[config.mk]
export PLATFORM = sky130hd
export DESIGN_NAME = spwtcr_link_fsm_array
export DESIGN_NICKNAME = d
export VERILOG_FILES = /design/src/rtl/spwtcr_link_fsm_array_pkg.sv /design/src/rtl/spwtcr_link_fsm_core.sv /design/src/rtl/spwtcr_link_fsm_array.sv
export SDC_FILE = /design/constraint.sdc
export NUM_CORES = 1
export LEC_CHECK = 0
export ABC_AREA = 0
export BUFFER_PORTS_ARGS = -buffer_cell sky130_fd_sc_hd__buf_2
export CAP_MARGIN = 20
export CELL_PAD_IN_SITES_DETAIL_PLACEMENT = 1
export CELL_PAD_IN_SITES_GLOBAL_PLACEMENT = 2
export CORE_UTILIZATION = 28
export DETAILED_ROUTE_END_ITERATION = 16
export PLACE_DENSITY = 0.83
export SLEW_MARGIN = 10
export SYNTH_ARGS = -nofsm -noshare
export SYNTH_HDL_FRONTEND = slang
export SYNTH_SLANG_ARGS = --single-unit
[constraint.sdc]
create_clock -name CLOCK -period 2.3 [get_ports CLOCK]
set_clock_uncertainty 0.2 [all_clocks]
set_input_delay 0 -clock CLOCK [delete_from_list [all_inputs] [get_ports CLOCK]]
set_output_delay 0 -clock CLOCK [all_outputs]
set_load 0.02 [all_outputs]
[src/rtl/spwtcr_link_fsm_array_pkg.sv]
// spwtcr_pkg: link state encoding shared by the SpaceWire link FSM array.
package spwtcr_pkg;
    localparam int STATE_W = 3;
    typedef enum logic [STATE_W-1:0] {
        ERROR_RESET = 3'b000,
        ERROR_WAIT  = 3'b001,
        READY       = 3'b011,
        STARTED     = 3'b010,
        CONNECTING  = 3'b100,
        RUN         = 3'b101
    } linkState_t;
endpackage

[src/rtl/spwtcr_link_fsm_core.sv]
// spwtcr_link_fsm_core: one SpaceWire link init FSM with its own timer;
// per-link error counter present only when SPWTCR_ERRCNT_EN is defined.
module spwtcr_link_fsm_core
    import spwtcr_pkg::*;
#(
    parameter int T64_CYCLES  = 64,
    parameter int T128_CYCLES = 128
) (
    input  logic       CLOCK,
    input  logic       RESETn,
    input  logic       linkStart,
    input  logic       linkDisable,
    input  logic       autoStart,
    input  logic       gotNULL,
    input  logic       gotFCT,
    input  logic       gotNChar,
    input  logic       gotTimeCode,
    input  logic       rxError,
    input  logic       creditError,
`ifdef SPWTCR_ERRCNT_EN
    input  logic       errCntClr,
    output logic [7:0] errCnt,
`endif
    output logic [2:0] currentState,
    output logic       enableTx,
    output logic       enableRx,
    output logic       sendNULLs,
    output logic       sendFCTs,
    output logic       sendNChars,
    output logic       sendTimeCodes,
    output logic       resetTx,
    output logic       resetRx,
    output logic       startupRate
);
    localparam int TW = $clog2(T128_CYCLES + 1);

    linkState_t state, nextState;
    logic [TW-1:0] timer;
    logic firstCycle, after64, after128, counting, waitErr;

    assign after64  = timer == TW'(T64_CYCLES - 1);
    assign after128 = timer == TW'(T128_CYCLES - 1);
    assign counting = state inside {ERROR_RESET, ERROR_WAIT, STARTED, CONNECTING};
    assign waitErr  = rxError | (gotNULL & (gotFCT | gotNChar | gotTimeCode));

    always_comb begin
        nextState = state;
        case (state)
            ERROR_RESET: nextState = after64 ? ERROR_WAIT : ERROR_RESET;
            ERROR_WAIT:  nextState = after128 ? READY : waitErr ? ERROR_RESET : ERROR_WAIT;
            READY:       nextState = ((linkStart | (autoStart & gotNULL)) & !linkDisable) ? STARTED :
                                     waitErr ? ERROR_RESET : READY;
            STARTED:     nextState = gotNULL ? CONNECTING :
                                     (rxError | gotFCT | gotNChar | gotTimeCode | after128) ? ERROR_RESET : STARTED;
            CONNECTING:  nextState = gotFCT ? RUN :
                                     (rxError | gotNChar | gotTimeCode | after128) ? ERROR_RESET : CONNECTING;
            RUN:         nextState = (rxError | creditError | linkDisable) ? ERROR_RESET : RUN;
            default:     nextState = ERROR_RESET;
        endcase
    end

    always_ff @(posedge CLOCK or negedge RESETn) begin
        if (!RESETn) begin
            state      <= ERROR_RESET;
            timer      <= '0;
            firstCycle <= 1'b1;
        end else begin
            state      <= nextState;
            firstCycle <= nextState != state;
            timer      <= (nextState != state || !counting) ? '0 : timer + TW'(1);
        end
    end

`ifdef SPWTCR_ERRCNT_EN
    // Only link-level errors seen in RUN count; a deliberate disable does not.
    always_ff @(posedge CLOCK or negedge RESETn) begin
        if (!RESETn)
            errCnt <= '0;
        else if (errCntClr)
            errCnt <= '0;
        else if (state == RUN && (rxError | creditError) && errCnt != 8'hFF)
            errCnt <= errCnt + 8'd1;
    end
`endif

    assign currentState  = state;
    assign enableTx      = state inside {STARTED, CONNECTING, RUN};
    assign enableRx      = state inside {ERROR_WAIT, READY, STARTED, CONNECTING, RUN};
    assign sendNULLs     = enableTx;
    assign sendFCTs      = state inside {CONNECTING, RUN};
    assign sendNChars    = state == RUN;
    assign sendTimeCodes = state == RUN;
    assign resetTx       = !(firstCycle && state inside {ERROR_RESET, ERROR_WAIT, READY});
    assign resetRx       = !(firstCycle && state == ERROR_RESET);
    assign startupRate   = state != RUN;
endmodule

[src/rtl/spwtcr_link_fsm_array.sv]
// spwtcr_link_fsm_array: N_LINKS independent SpaceWire link FSMs;
// ERRCNT/ERRCNT_CLR exist only when SPWTCR_ERRCNT_EN is defined.
module spwtcr_link_fsm_array
    import spwtcr_pkg::*;
#(
    parameter int N_LINKS     = 4,
    parameter int T64_CYCLES  = 64,
    parameter int T128_CYCLES = 128
) (
    input  logic                   CLOCK,
    input  logic                   RESETn,
    input  logic [N_LINKS-1:0]     LINK_START,
    input  logic [N_LINKS-1:0]     LINK_DISABLE,
    input  logic [N_LINKS-1:0]     AUTOSTART,
    input  logic [N_LINKS-1:0]     gotNULL,
    input  logic [N_LINKS-1:0]     gotFCT,
    input  logic [N_LINKS-1:0]     gotNChar,
    input  logic [N_LINKS-1:0]     gotTimeCode,
    input  logic [N_LINKS-1:0]     rxError,
    input  logic [N_LINKS-1:0]     creditError,
`ifdef SPWTCR_ERRCNT_EN
    input  logic [N_LINKS-1:0]     ERRCNT_CLR,
    output logic [8*N_LINKS-1:0]   ERRCNT,
`endif
    output logic [3*N_LINKS-1:0]   CURRENTSTATE,
    output logic [N_LINKS-1:0]     enableTx,
    output logic [N_LINKS-1:0]     enableRx,
    output logic [N_LINKS-1:0]     sendNULLs,
    output logic [N_LINKS-1:0]     sendFCTs,
    output logic [N_LINKS-1:0]     sendNChars,
    output logic [N_LINKS-1:0]     sendTimeCodes,
    output logic [N_LINKS-1:0]     resetTx,
    output logic [N_LINKS-1:0]     resetRx,
    output logic [N_LINKS-1:0]     startupRate
);
    for (genvar i = 0; i < N_LINKS; i++) begin : gLink
        spwtcr_link_fsm_core #(
            .T64_CYCLES (T64_CYCLES),
            .T128_CYCLES(T128_CYCLES)
        ) uCore (
            .CLOCK        (CLOCK),
            .RESETn       (RESETn),
            .linkStart    (LINK_START[i]),
            .linkDisable  (LINK_DISABLE[i]),
            .autoStart    (AUTOSTART[i]),
            .gotNULL      (gotNULL[i]),
            .gotFCT       (gotFCT[i]),
            .gotNChar     (gotNChar[i]),
            .gotTimeCode  (gotTimeCode[i]),
            .rxError      (rxError[i]),
            .creditError  (creditError[i]),
`ifdef SPWTCR_ERRCNT_EN
            .errCntClr    (ERRCNT_CLR[i]),
            .errCnt       (ERRCNT[8*i +: 8]),
`endif
            .currentState (CURRENTSTATE[3*i +: 3]),
            .enableTx     (enableTx[i]),
            .enableRx     (enableRx[i]),
            .sendNULLs    (sendNULLs[i]),
            .sendFCTs     (sendFCTs[i]),
            .sendNChars   (sendNChars[i]),
            .sendTimeCodes(sendTimeCodes[i]),
            .resetTx      (resetTx[i]),
            .resetRx      (resetRx[i]),
            .startupRate  (startupRate[i])
        );
    end
endmodule
Word level (Yosys, flattened, before mapping)
Index checks and enable logic that the tools add are counted.
{"block": "totals", "ff_bits": 48, "inputBits": 38, "out_inout_bits": 48}
{"block": "op_classes", "n_addsub": 4, "eq_ne": 36, "muxes": 48, "n_bitwise": 64, "n_reduce_logical": 52}
{"cell": "2-to-1 mux 3 bit", "n": 24}
{"cell": "one-hot mux 3 bit (6 select lines)", "n": 4}
{"cell": "bitwise OR 1 bit", "n": 52}
{"cell": "adder 8 x 1 -> 8 bit (second input constant)", "n": 4}
{"cell": "equality test 8 x 6 -> 1 bit (second input constant)", "n": 4}
{"cell": "equality test 8 x 7 -> 1 bit (second input constant)", "n": 4}
{"cell": "2-to-1 mux 8 bit", "n": 4}
{"cell": "equality test 3 x 2 -> 1 bit (second input constant)", "n": 8}
{"cell": "equality test 3 bit (second input constant)", "n": 8}
{"cell": "nonzero test 3 bit", "n": 8}
{"cell": "nonzero test 5 bit", "n": 4}
{"cell": "zero test 1 bit", "n": 16}
{"cell": "2-to-1 mux 2 bit", "n": 8}
{"cell": "nonzero test 4 bit", "n": 4}
{"cell": "bitwise AND 1 bit", "n": 12}
{"cell": "equality test 3 x 1 -> 1 bit (second input constant)", "n": 4}
{"cell": "zero test 3 bit", "n": 4}
{"cell": "inequality test 3 bit", "n": 4}
{"cell": "inequality test 3 bit (second input constant)", "n": 4}
{"cell": "logical AND 1 bit", "n": 8}
{"cell": "2-to-1 mux 1 bit", "n": 8}
{"cell": "nonzero test 2 bit", "n": 4}
{"cell": "logical OR 1 bit", "n": 4}

Longest topological paths before layout
Gate-level depths: netlist (run 1).
{"block": "depth", "word_depth": 10, "ltp_mapped": 7, "depth_no_buf": 7}

Modules after synthesis
From an unflattened synthesis (run 1), not the netlist that was laid out.
{"block": "unflattened", "hier_cells": 377, "hier_area_um2": 3402.0}
{"mod": "spwtcr_link_fsm_core (gLink[1].uCore ...)", "instances": 3, "cells_per_inst": 91, "area_per_inst_um2": 827.0, "seq_area_each_um2": 301.5}
{"mod": "spwtcr_link_fsm_core (gLink[0].uCore)", "instances": 1, "cells_per_inst": 104, "area_per_inst_um2": 920.9, "seq_area_each_um2": 301.5}

Worst setup path before layout (run 1)
Ideal clock, no wire load.
{"block": "synth_timing", "path_kind": "reg-to-reg", "start": "register gLink[2].uCore.timer[0]", "end": "register gLink[2].uCore.timer[2]", "setup_ns": 0.073, "arrival_time_ns": 2.015, "required_ns": 2.027, "setup_slack_ns": 0.013, "stages_incl_launch_ff": 8, "synth_period_minus_slack_ns": 2.287, "path_cell_list": "dfrtp_1 > ha_1 > and4b_1 > a21o_1 > or4b_4 > a211oi_2 > o211ai_2 > nor2_1"}
{"block": "synth_between", "elab_chain_cells": 8, "word_cells_on_any_way": 15}
{"item": "start: declaration", "line": "spwtcr_link_fsm_core.sv:38", "source": "logic [TW-1:0] timer;"}
{"item": "start signal: assignment", "line": "spwtcr_link_fsm_core.sv:70", "source": "timer <= (nextState != state || !counting) ? '0 : timer + TW'(1);"}
{"item": "equality test 8 x 7 -> 1 bit", "line": "spwtcr_link_fsm_core.sv:42", "source": "assign after128 = timer == TW'(T128_CYCLES - 1);"}
{"item": "bitwise OR 1 bit (on tied branches)", "line": "spwtcr_link_fsm_core.sv:54, spwtcr_link_fsm_core.sv:56"}
{"item": "2-to-1 mux 2 bit / 2-to-1 mux 3 bit (equally long branches)", "line": "spwtcr_link_fsm_core.sv:54, spwtcr_link_fsm_core.sv:56"}
{"item": "2-to-1 mux 3 bit (on tied branches)", "line": "spwtcr_link_fsm_core.sv:53, spwtcr_link_fsm_core.sv:55"}
{"item": "one-hot mux 3 bit (6 select lines)", "line": "spwtcr_link_fsm_core.sv:48", "source": "case (state)"}
{"item": "inequality test 3 bit", "line": "spwtcr_link_fsm_core.sv:70"}
{"item": "logical OR 1 bit", "line": "spwtcr_link_fsm_core.sv:70"}
{"item": "2-to-1 mux 8 bit (*)", "line": "spwtcr_link_fsm_core.sv:70"}
Mark *: on every way between the ends. The rest lies on a longest branch, timed or not.

Worst setup path in the final report (run 1)
{"block": "layout_timing", "start": "register gLink[2].uCore.timer[0]", "end": "register gLink[2].uCore.timer[4]"}
Same word-level chain as after synthesis.

==> qor.txt, run 1 <==
PLACE
-------------------------------------------------------------------------------------
Worst slack, placed                                                         -0.182 ns
Number of buffer cells added on primary ports                                      85
Placed Instances                                                                  619
Half-perimeter wire length after placement                                    6.87 mm
Final estimated routing congestion in global placement                          0.795

ROUTE
-------------------------------------------------------------------------------------
Number of DRC markers after the initial detailed-route iteration                  170
DRC violations left                                                                 9
Aggregate routed wire length                                                  9.11 mm
Number of vias after detailed routing                                           3,257
Residual antenna-violating net count after detailed routing                         0
Per-cell via count in the routed design                                          5.00
Drt wl/cell                                                                   14.0 um
Total iterations of the first detailed-routing run                                 10

FINISH
-------------------------------------------------------------------------------------
Top library cells by usage in the layout, fill and taps aside            buf_2, nor2_1, dfrtp_1
Share of the core filled with cells                                             37.5%
Area grow syn2layout                                                            29.0%
Proportion of layout cells with a drive suffix above 1                          30.1%
Most frequent standard cell in the layout excluding fill and tap cells          buf_2
Antenna Cells                                                                       0
Final #Nets                                                                       551
Count of fill cells added during filler insertion                               1,416
Final std cells w/o fill                                                          652

PWR
-------------------------------------------------------------------------------------
Max IR drop VDD                                                              0.314 mV
Pwr Density                                                                762 nW/um2
Overall Power                                                               0.00330 W
Leakage power                                                                 2.09 nW

YOSYS
-------------------------------------------------------------------------------------
Fraction of synthesis flops using an asynchronous set or reset pin               100%
Most area-hungry cell type in the Yosys netlist                               dfrtp_1
Syn_area_per_cell                                                            8.17 um2
Gate count of the mapped netlist                                                  411
Net count of the mapped netlist                                                   453
Most used flip-flop cell after synthesis                                      dfrtp_1
Post-Syn Area                                                                3360 um2
Count of flip-flops with a built-in enable after synthesis                          0
Number of warning messages in the yosys log                                         0
Yosys cell types                                                                   58
Post-synthesis register bit count                                                  48
Cell types occupying the most area after synthesis                       dfrtp_1, buf_4, nor2_1
Fraction of post-synthesis cell area in the top cell type by area               32.8%
Seq/Total Area, Yosys                                                           35.9%

FLOORPLANNING
-------------------------------------------------------------------------------------
Die Area                                                                   12,400 um2
Die Ht                                                                         112 um
Effective utilization at floorplan                                              29.0%
I/O Pins                                                                           86
Site row count                                                                     39
Overall die width                                                              112 um
Core Footprint                                                             11,600 um2

GLOBAL ROUTING
-------------------------------------------------------------------------------------
Largest net degree at the start of global routing                                  26
Initial antenna violation count                                                     0
Global-route wire length before repair                                        15.4 mm
Number of global-route vias before repair                                       3,361
Residual overflow from global routing                                               0
GRT Util Overall                                                                14.7%

STA
-------------------------------------------------------------------------------------
Number of pins exceeding their max-slew limit in the final report                   0
Minimum clock period                                                          2.42 ns
F_max                                                                         413 MHz
Period utilisation layout                                                        105%
Worst Tran Pin Value                                                         0.581 ns
Final setup viols                                                                   9
Setup Total Neg Slack                                                       -0.842 ns
Worst slew margin                                                               61.3%
RSZ-0062 raised after global routing                                              yes
Number of endpoints with negative hold slack in the final report                    0
Setup ws final                                                              -0.119 ns

CLOCK TREE
-------------------------------------------------------------------------------------
CTS max path bufs                                                                   2
H-tree levels                                                                       2
Clock buffer count from CTS                                                         5
Clock tree from TritonCTS                                                        done
Clock Pin Slew Worst Setup and Hold Paths                                     0.06 ns
Total number of clock tree sinks                                                   48
Clock Root Buffer                                                           clkbuf_16
Clk_lat worst skew                                                            0.28 ns

RUN STATUS
-------------------------------------------------------------------------------------
Violated checks                                                          design-rule violations, negative setup slack
Run status                                                               complete, but fails checks

CRITICAL PATH
-------------------------------------------------------------------------------------
Arrival time of data at the critical path endpoint                            2.42 ns
Reg-to-Reg End                                                           gLink[2].uCore.timer[4]
Setup slack of the most critical reg-to-reg path                             -0.12 ns
Crit Reg-Reg Startpoint                                                  gLink[2].uCore.timer[0]
Critical path required time                                                   2.30 ns
Worst r2r path cells                                                                7
Highest fanout seen on the critical path                                            8
Crit start category                                                         flip-flop
Critical path type                                                         reg -> reg
Crit. End Element                                                           flip-flop

JOB
-------------------------------------------------------------------------------------
Count of max-cap constraint violations                                              0

WORST HOLD PATH
-------------------------------------------------------------------------------------
Worst hold path depth                                                               4
Worst Hold Class                                                            in -> reg
End point of the most critical hold path                                 gLink[0].uCore.currentState[0]
Beginning of the worst hold path                                           rxError[0]

-- cell usage after synthesis, types with 3 or more instances --
| cell | count |
|---|---|
| a21o_1 | 4 |
| a21oi_1 | 13 |
| a31oi_1 | 3 |
| a32oi_1 | 4 |
| and2_1 | 3 |
| and3_1 | 5 |
| and4b_1 | 4 |
| buf_4 | 37 |
| clkbuf_1 | 12 |
| dfrtp_1 | 44 |
| dfstp_2 | 4 |
| ha_1 | 4 |
| inv_1 | 17 |
| nand2_1 | 39 |
| nand2b_1 | 3 |
| nand3_1 | 23 |
| nand3b_1 | 3 |
| nand4_1 | 5 |
| nor2_1 | 60 |
| nor2b_1 | 11 |
| nor3_1 | 10 |
| nor4_1 | 3 |
| o211ai_1 | 6 |
| o21ai_0 | 13 |
| o22ai_1 | 4 |
| o31a_1 | 3 |
| or2_2 | 5 |
| or3_1 | 8 |
| xnor2_1 | 12 |
| xor2_1 | 14 |
-- sequential cells by signal, summed over array words and instances, names as in the netlist --
register                  cells
gLink.uCore.firstCycle        4
gLink.uCore.timer            32
gLink.uCore.currentState     12
-- layout make-up --
class | instances | area, um2 | share of cell area [%]
clock buffers | 7 | 153 | 3.52
well taps | 143 | 179 | 4.13
flip-flops and latches | 48 | 1210 | 27.8
multi-input cells | 296 | 1820 | 42.1
repair buffers | 141 | 908 | 21.0
inverters | 17 | 63.8 | 1.47
-- kinds of logic (layout without fill, tap and decap cells) --
kind of cell / Yosys count / count (layout) / share of synthesized area, %
fa+ha+maj: 4 / 4 / 1.49
xor+xnor: 26 / 26 / 6.78
flops: 48 / 48 / 35.9
buf+inv: 67 / 165 / 11.6
compound gates: 73 / 73 / 15.2
mux: 2 / 2 / 0.633
simple gates: 191 / 191 / 28.3
-- routing by layer --
| layer | wire length, um | GRT usage, % |
|---|---|---|
| met2 | 4720 | 27.2 |
| met1 | 4020 | 17.8 |
| met4 | 119 | 3.51 |
| met5 | 0 | 0 |
| met3 | 247 | 2.23 |
-- what timing repair did --
item,CTS,global route
buffers inserted,2,4
endpoints found under the setup margin,15,26
hold endpoints to repair,56,0
gates cloned,0,0
pin swaps,3,4
resized for setup,5,10
hold buffers,20,0
-- report_power, final --
group | leakage, nW | internal [W] | switching (W)
logic | 1.41 | 0.000582 | 0.000588
registers | 0.605 | 0.00112 | 0.000268
clock network | 0.0760 | 0.000456 | 0.000283
-- through the flow --
step	hold WS, ns	cell area (um2)
floorplan	-0.496	3360
global placement	-0.168	3870
detailed placement	-0.163	3870
CTS	0.00264	4270
global route	0.0552	4330
finish	0.0176	4330
-- worst max-delay path: stages (launching register included) --
cell and delay [ns]:
dfrtp_1 0.39, ha_2 0.19, and4b_1 0.21, a21o_1 0.18, or4b_4 0.54, a211oi_4 0.29
o211ai_4 0.18, nor2_1 0.15
-- worst max path at each step --
stage / startpoint / end / slack, ns / depth (start not counted)
2_1_floorplan: gLink[2].uCore.timer[0] / gLink[2].uCore.timer[2] / 0.01 / 7
3_3_place_gp: gLink[2].uCore.timer[0] / gLink[2].uCore.timer[3] / -0.04 / 7
3_5_place_dp: gLink[2].uCore.timer[0] / gLink[2].uCore.timer[2] / -0.18 / 7
4_1_cts: gLink[2].uCore.timer[0] / gLink[2].uCore.timer[2] / -0.06 / 7
5_1_grt: gLink[2].uCore.timer[0] / gLink[2].uCore.timer[4] / -0.22 / 7
6_report: gLink[2].uCore.timer[0] / gLink[2].uCore.timer[4] / -0.12 / 7
Power figures use the tool's default switching activity.
==> run 2, diff against run 1 <==
--- a/config.mk
+++ b/config.mk
@@ -10,9 +10,10 @@
 export CAP_MARGIN = 20
 export CELL_PAD_IN_SITES_DETAIL_PLACEMENT = 1
 export CELL_PAD_IN_SITES_GLOBAL_PLACEMENT = 2
-export CORE_UTILIZATION = 28
+export CORE_UTILIZATION = 29
+export CTS_BUF_LIST = sky130_fd_sc_hd__clkbuf_2 sky130_fd_sc_hd__clkbuf_4 sky130_fd_sc_hd__clkbuf_8
 export DETAILED_ROUTE_END_ITERATION = 16
-export PLACE_DENSITY = 0.83
+export PLACE_DENSITY = 0.86
 export SLEW_MARGIN = 10
 export SYNTH_ARGS = -nofsm -noshare
 export SYNTH_HDL_FRONTEND = slang
==> run 2 against run 1 <==
Compared with the run above: the flow finishes with violations (negative setup slack); clock power shrank 15%; utilization grew 1.2 points; worst hold slack improved by 0.031 ns; critical path depth is the same; cell count down 0.92%; via count shrank 0.46%; sequential power about the same; first-iteration DRC count fell by 44%; worst setup slack improved by 0.094 ns; maximum frequency increased by 4.0%; non-clock buffer count decreased by 4; largest cell class unchanged; highest routed layer unchanged.
==> qor.txt, run 2 (synthesis results as in run 1) <==
FINISH
-------------------------------------------------------------------------------------
Finished layout cell area                                                    4280 um2   -1.2%
Number of flip-flops under the largest register name                               32   unchanged
Most frequent standard cell in the layout excluding fill and tap cells          buf_2
Antenna Cells                                                                       0   unchanged
Final std cells w/o fill                                                          646   -0.92%
Final #Nets                                                                       547   -0.73%
Count of fill cells added during filler insertion                               1,351   -4.6%
Proportion of layout cells with a drive suffix above 1                          29.8%   -0.22 points
Top library cells by usage in the layout, fill and taps aside            buf_2, nor2_1, dfrtp_1
Register bank with the most flops                                        gLink.uCore.timer
Area grow syn2layout                                                            27.5%

PLACE
-------------------------------------------------------------------------------------
Placed Instances                                                                  612   -1.1%
Worst slack, placed                                                         -0.121 ns   +0.0610 ns
Area after DPL                                                               3830 um2   -1.2%
Half-perimeter wire length after placement                                    6.60 mm   -4.0%
Final estimated routing congestion in global placement                          0.805   +1.2%
Number of buffer cells added on primary ports                                      85   unchanged

RUN STATUS
-------------------------------------------------------------------------------------
Run status                                                               complete, but fails checks
Violated checks                                                          negative setup slack

CLOCK TREE
-------------------------------------------------------------------------------------
Clock tree from TritonCTS                                                        done
Clk_lat worst skew                                                            0.30 ns   +0.02 ns
Clock Pin Slew Worst Setup and Hold Paths                                     0.09 ns   +0.03 ns
CTS max path bufs                                                                   2   unchanged
Clock buffer count from CTS                                                         5   unchanged
H-tree levels                                                                       2   unchanged
Clock Root Buffer                                                            clkbuf_8
Total number of clock tree sinks                                                   48   unchanged

ROUTE
-------------------------------------------------------------------------------------
Total iterations of the first detailed-routing run                                  6   -4
Number of vias after detailed routing                                           3,242   -0.46%
Aggregate routed wire length                                                  8.89 mm   -2.4%
Per-cell via count in the routed design                                          5.02   +0.46%
Number of DRC markers after the initial detailed-route iteration                   96   -44%
Drt wl/cell                                                                   13.8 um   -1.5%
Residual antenna-violating net count after detailed routing                         0   unchanged
DRC violations left                                                                 0   -9

STA
-------------------------------------------------------------------------------------
Final setup viols                                                                   7   -2
Number of endpoints with negative hold slack in the final report                    0   unchanged
Setup ws final                                                             -0.0247 ns   +0.0940 ns
F_max                                                                         430 MHz   +4.0%
Setup Total Neg Slack                                                      -0.0699 ns   +0.772 ns
Period utilisation layout                                                        101%   -4.1 points
Worst Tran Pin Value                                                         0.614 ns   +0.0327 ns
Minimum clock period                                                          2.32 ns   -0.0940 ns
Number of pins exceeding their max-slew limit in the final report                   0   unchanged
Worst slew margin                                                               59.1%   -2.2 points
RSZ-0062 raised after global routing                                              yes

WORST HOLD PATH
-------------------------------------------------------------------------------------
End point of the most critical hold path                                 gLink[2].uCore.currentState[1]
Worst Hold Class                                                            in -> reg
Beginning of the worst hold path                                         gotTimeCode[2]
Worst hold path depth                                                               5   +1

CRITICAL PATH
-------------------------------------------------------------------------------------
Worst r2r path cells                                                                7   unchanged
Crit. End Element                                                           flip-flop
Critical path required time                                                   2.33 ns   +0.03 ns
Reg-to-Reg End                                                           gLink[2].uCore.timer[7]
Setup slack of the most critical reg-to-reg path                             -0.02 ns   +0.09 ns
Critical path type                                                         reg -> reg
Crit Reg-Reg Startpoint                                                  gLink[2].uCore.timer[0]
Crit start category                                                         flip-flop
Highest fanout seen on the critical path                                            8   unchanged
Arrival time of data at the critical path endpoint                            2.35 ns   -0.07 ns

PWR
-------------------------------------------------------------------------------------
Max IR drop VDD                                                              0.318 mV   +1.4%
Pwr Density                                                                730 nW/um2   -4.2%
Leakage power                                                                 2.04 nW   -2.1%
Overall Power                                                               0.00312 W   -5.3%

FLOORPLANNING
-------------------------------------------------------------------------------------
Core Footprint                                                             11,100 um2   -4.2%
Site row count                                                                     38   -2.6%
Effective utilization at floorplan                                              30.3%   +1.3 points
I/O Pins                                                                           86   unchanged
Die Ht                                                                         110 um   -1.7%
Die Area                                                                   12,000 um2   -3.4%
Overall die width                                                              110 um   -1.7%

GLOBAL ROUTING
-------------------------------------------------------------------------------------
Residual overflow from global routing                                               0   unchanged
Number of global-route vias before repair                                       3,268   -2.8%
Largest net degree at the start of global routing                                  49   +88%
Global-route wire length before repair                                        14.7 mm   -4.7%
Initial antenna violation count                                                     0   unchanged
GRT Util Overall                                                                15.0%   +0.36 points

JOB
-------------------------------------------------------------------------------------
Count of max-cap constraint violations                                              0   unchanged

## run 2: metrics by stage
stage	hold slack, ns	util (%)
after floorplan	-0.496	-
after global placement	-0.0666	34.5
after detailed placement	-0.0566	34.5
after CTS	0.0338	38.2
after global routing	0.0515	38.6
final	0.0488	38.6
## run 2: worst max path at each step
stage	end	cells after the start	start
5_1_grt	gLink[2].uCore.timer[7]	7	gLink[2].uCore.timer[0]
3_5_place_dp	gLink[2].uCore.timer[7]	7	gLink[2].uCore.timer[0]
6_report	gLink[2].uCore.timer[7]	7	gLink[2].uCore.timer[0]
3_3_place_gp	gLink[2].uCore.timer[3]	7	gLink[2].uCore.timer[0]
4_1_cts	gLink[2].uCore.timer[7]	7	gLink[2].uCore.timer[0]
2_1_floorplan	gLink[2].uCore.timer[2]	7	gLink[2].uCore.timer[0]
## run 2: power by group
| part | internal [W] | total [W] | leakage, nW | switching, W |
|---|---|---|---|---|
| Combinational | 0.000539 | 0.00110 | 1.39 | 0.000558 |
| Clock | 0.000328 | 0.000624 | 0.0548 | 0.000296 |
| Sequential | 0.00112 | 0.00140 | 0.603 | 0.000280 |
| Total | 0.00199 | 0.00312 | 2.04 | 0.00114 |
## run 2: metal layers
| metal | track usage (%) | wire (um) | part of all wire (%) |
|---|---|---|---|
| met3 | 2.07 | 229 | 2.6 |
| met2 | 28.0 | 4650 | 52 |
| met5 | 0 | 0 | 0 |
| met1 | 18.4 | 3950 | 44 |
| met4 | 2.86 | 65 | 0.73 |
## run 2: final cells by class
| cell class | instances | area [um2] | area share, % |
|---|---|---|---|
| flip-flops and latches | 48 | 1210 | 28.2 |
| well taps | 140 | 175 | 4.09 |
| inverters | 17 | 63.8 | 1.49 |
| clock inverters | 3 | 46.3 | 1.08 |
| clock buffers | 5 | 68.8 | 1.61 |
| multi-input cells | 296 | 1840 | 43.1 |
| repair buffers | 137 | 876 | 20.5 |
## run 2: timing repair
action	CTS	global route
endpoints found under the hold margin	61	0
endpoints found under the setup margin	16	32
gates cloned	0	0
pin swaps	4	5
gates resized for setup	6	12
hold buffers	25	0
buffers inserted	1	1
## run 2: critical path, cell delays in order (launching register included)
cell	delay, ns
dfrtp_1	0.39
ha_2	0.19
and4b_1	0.19
a21o_1	0.17
or4b_4	0.54
a211oi_4	0.27
o211ai_4	0.17
nor2_2	0.14
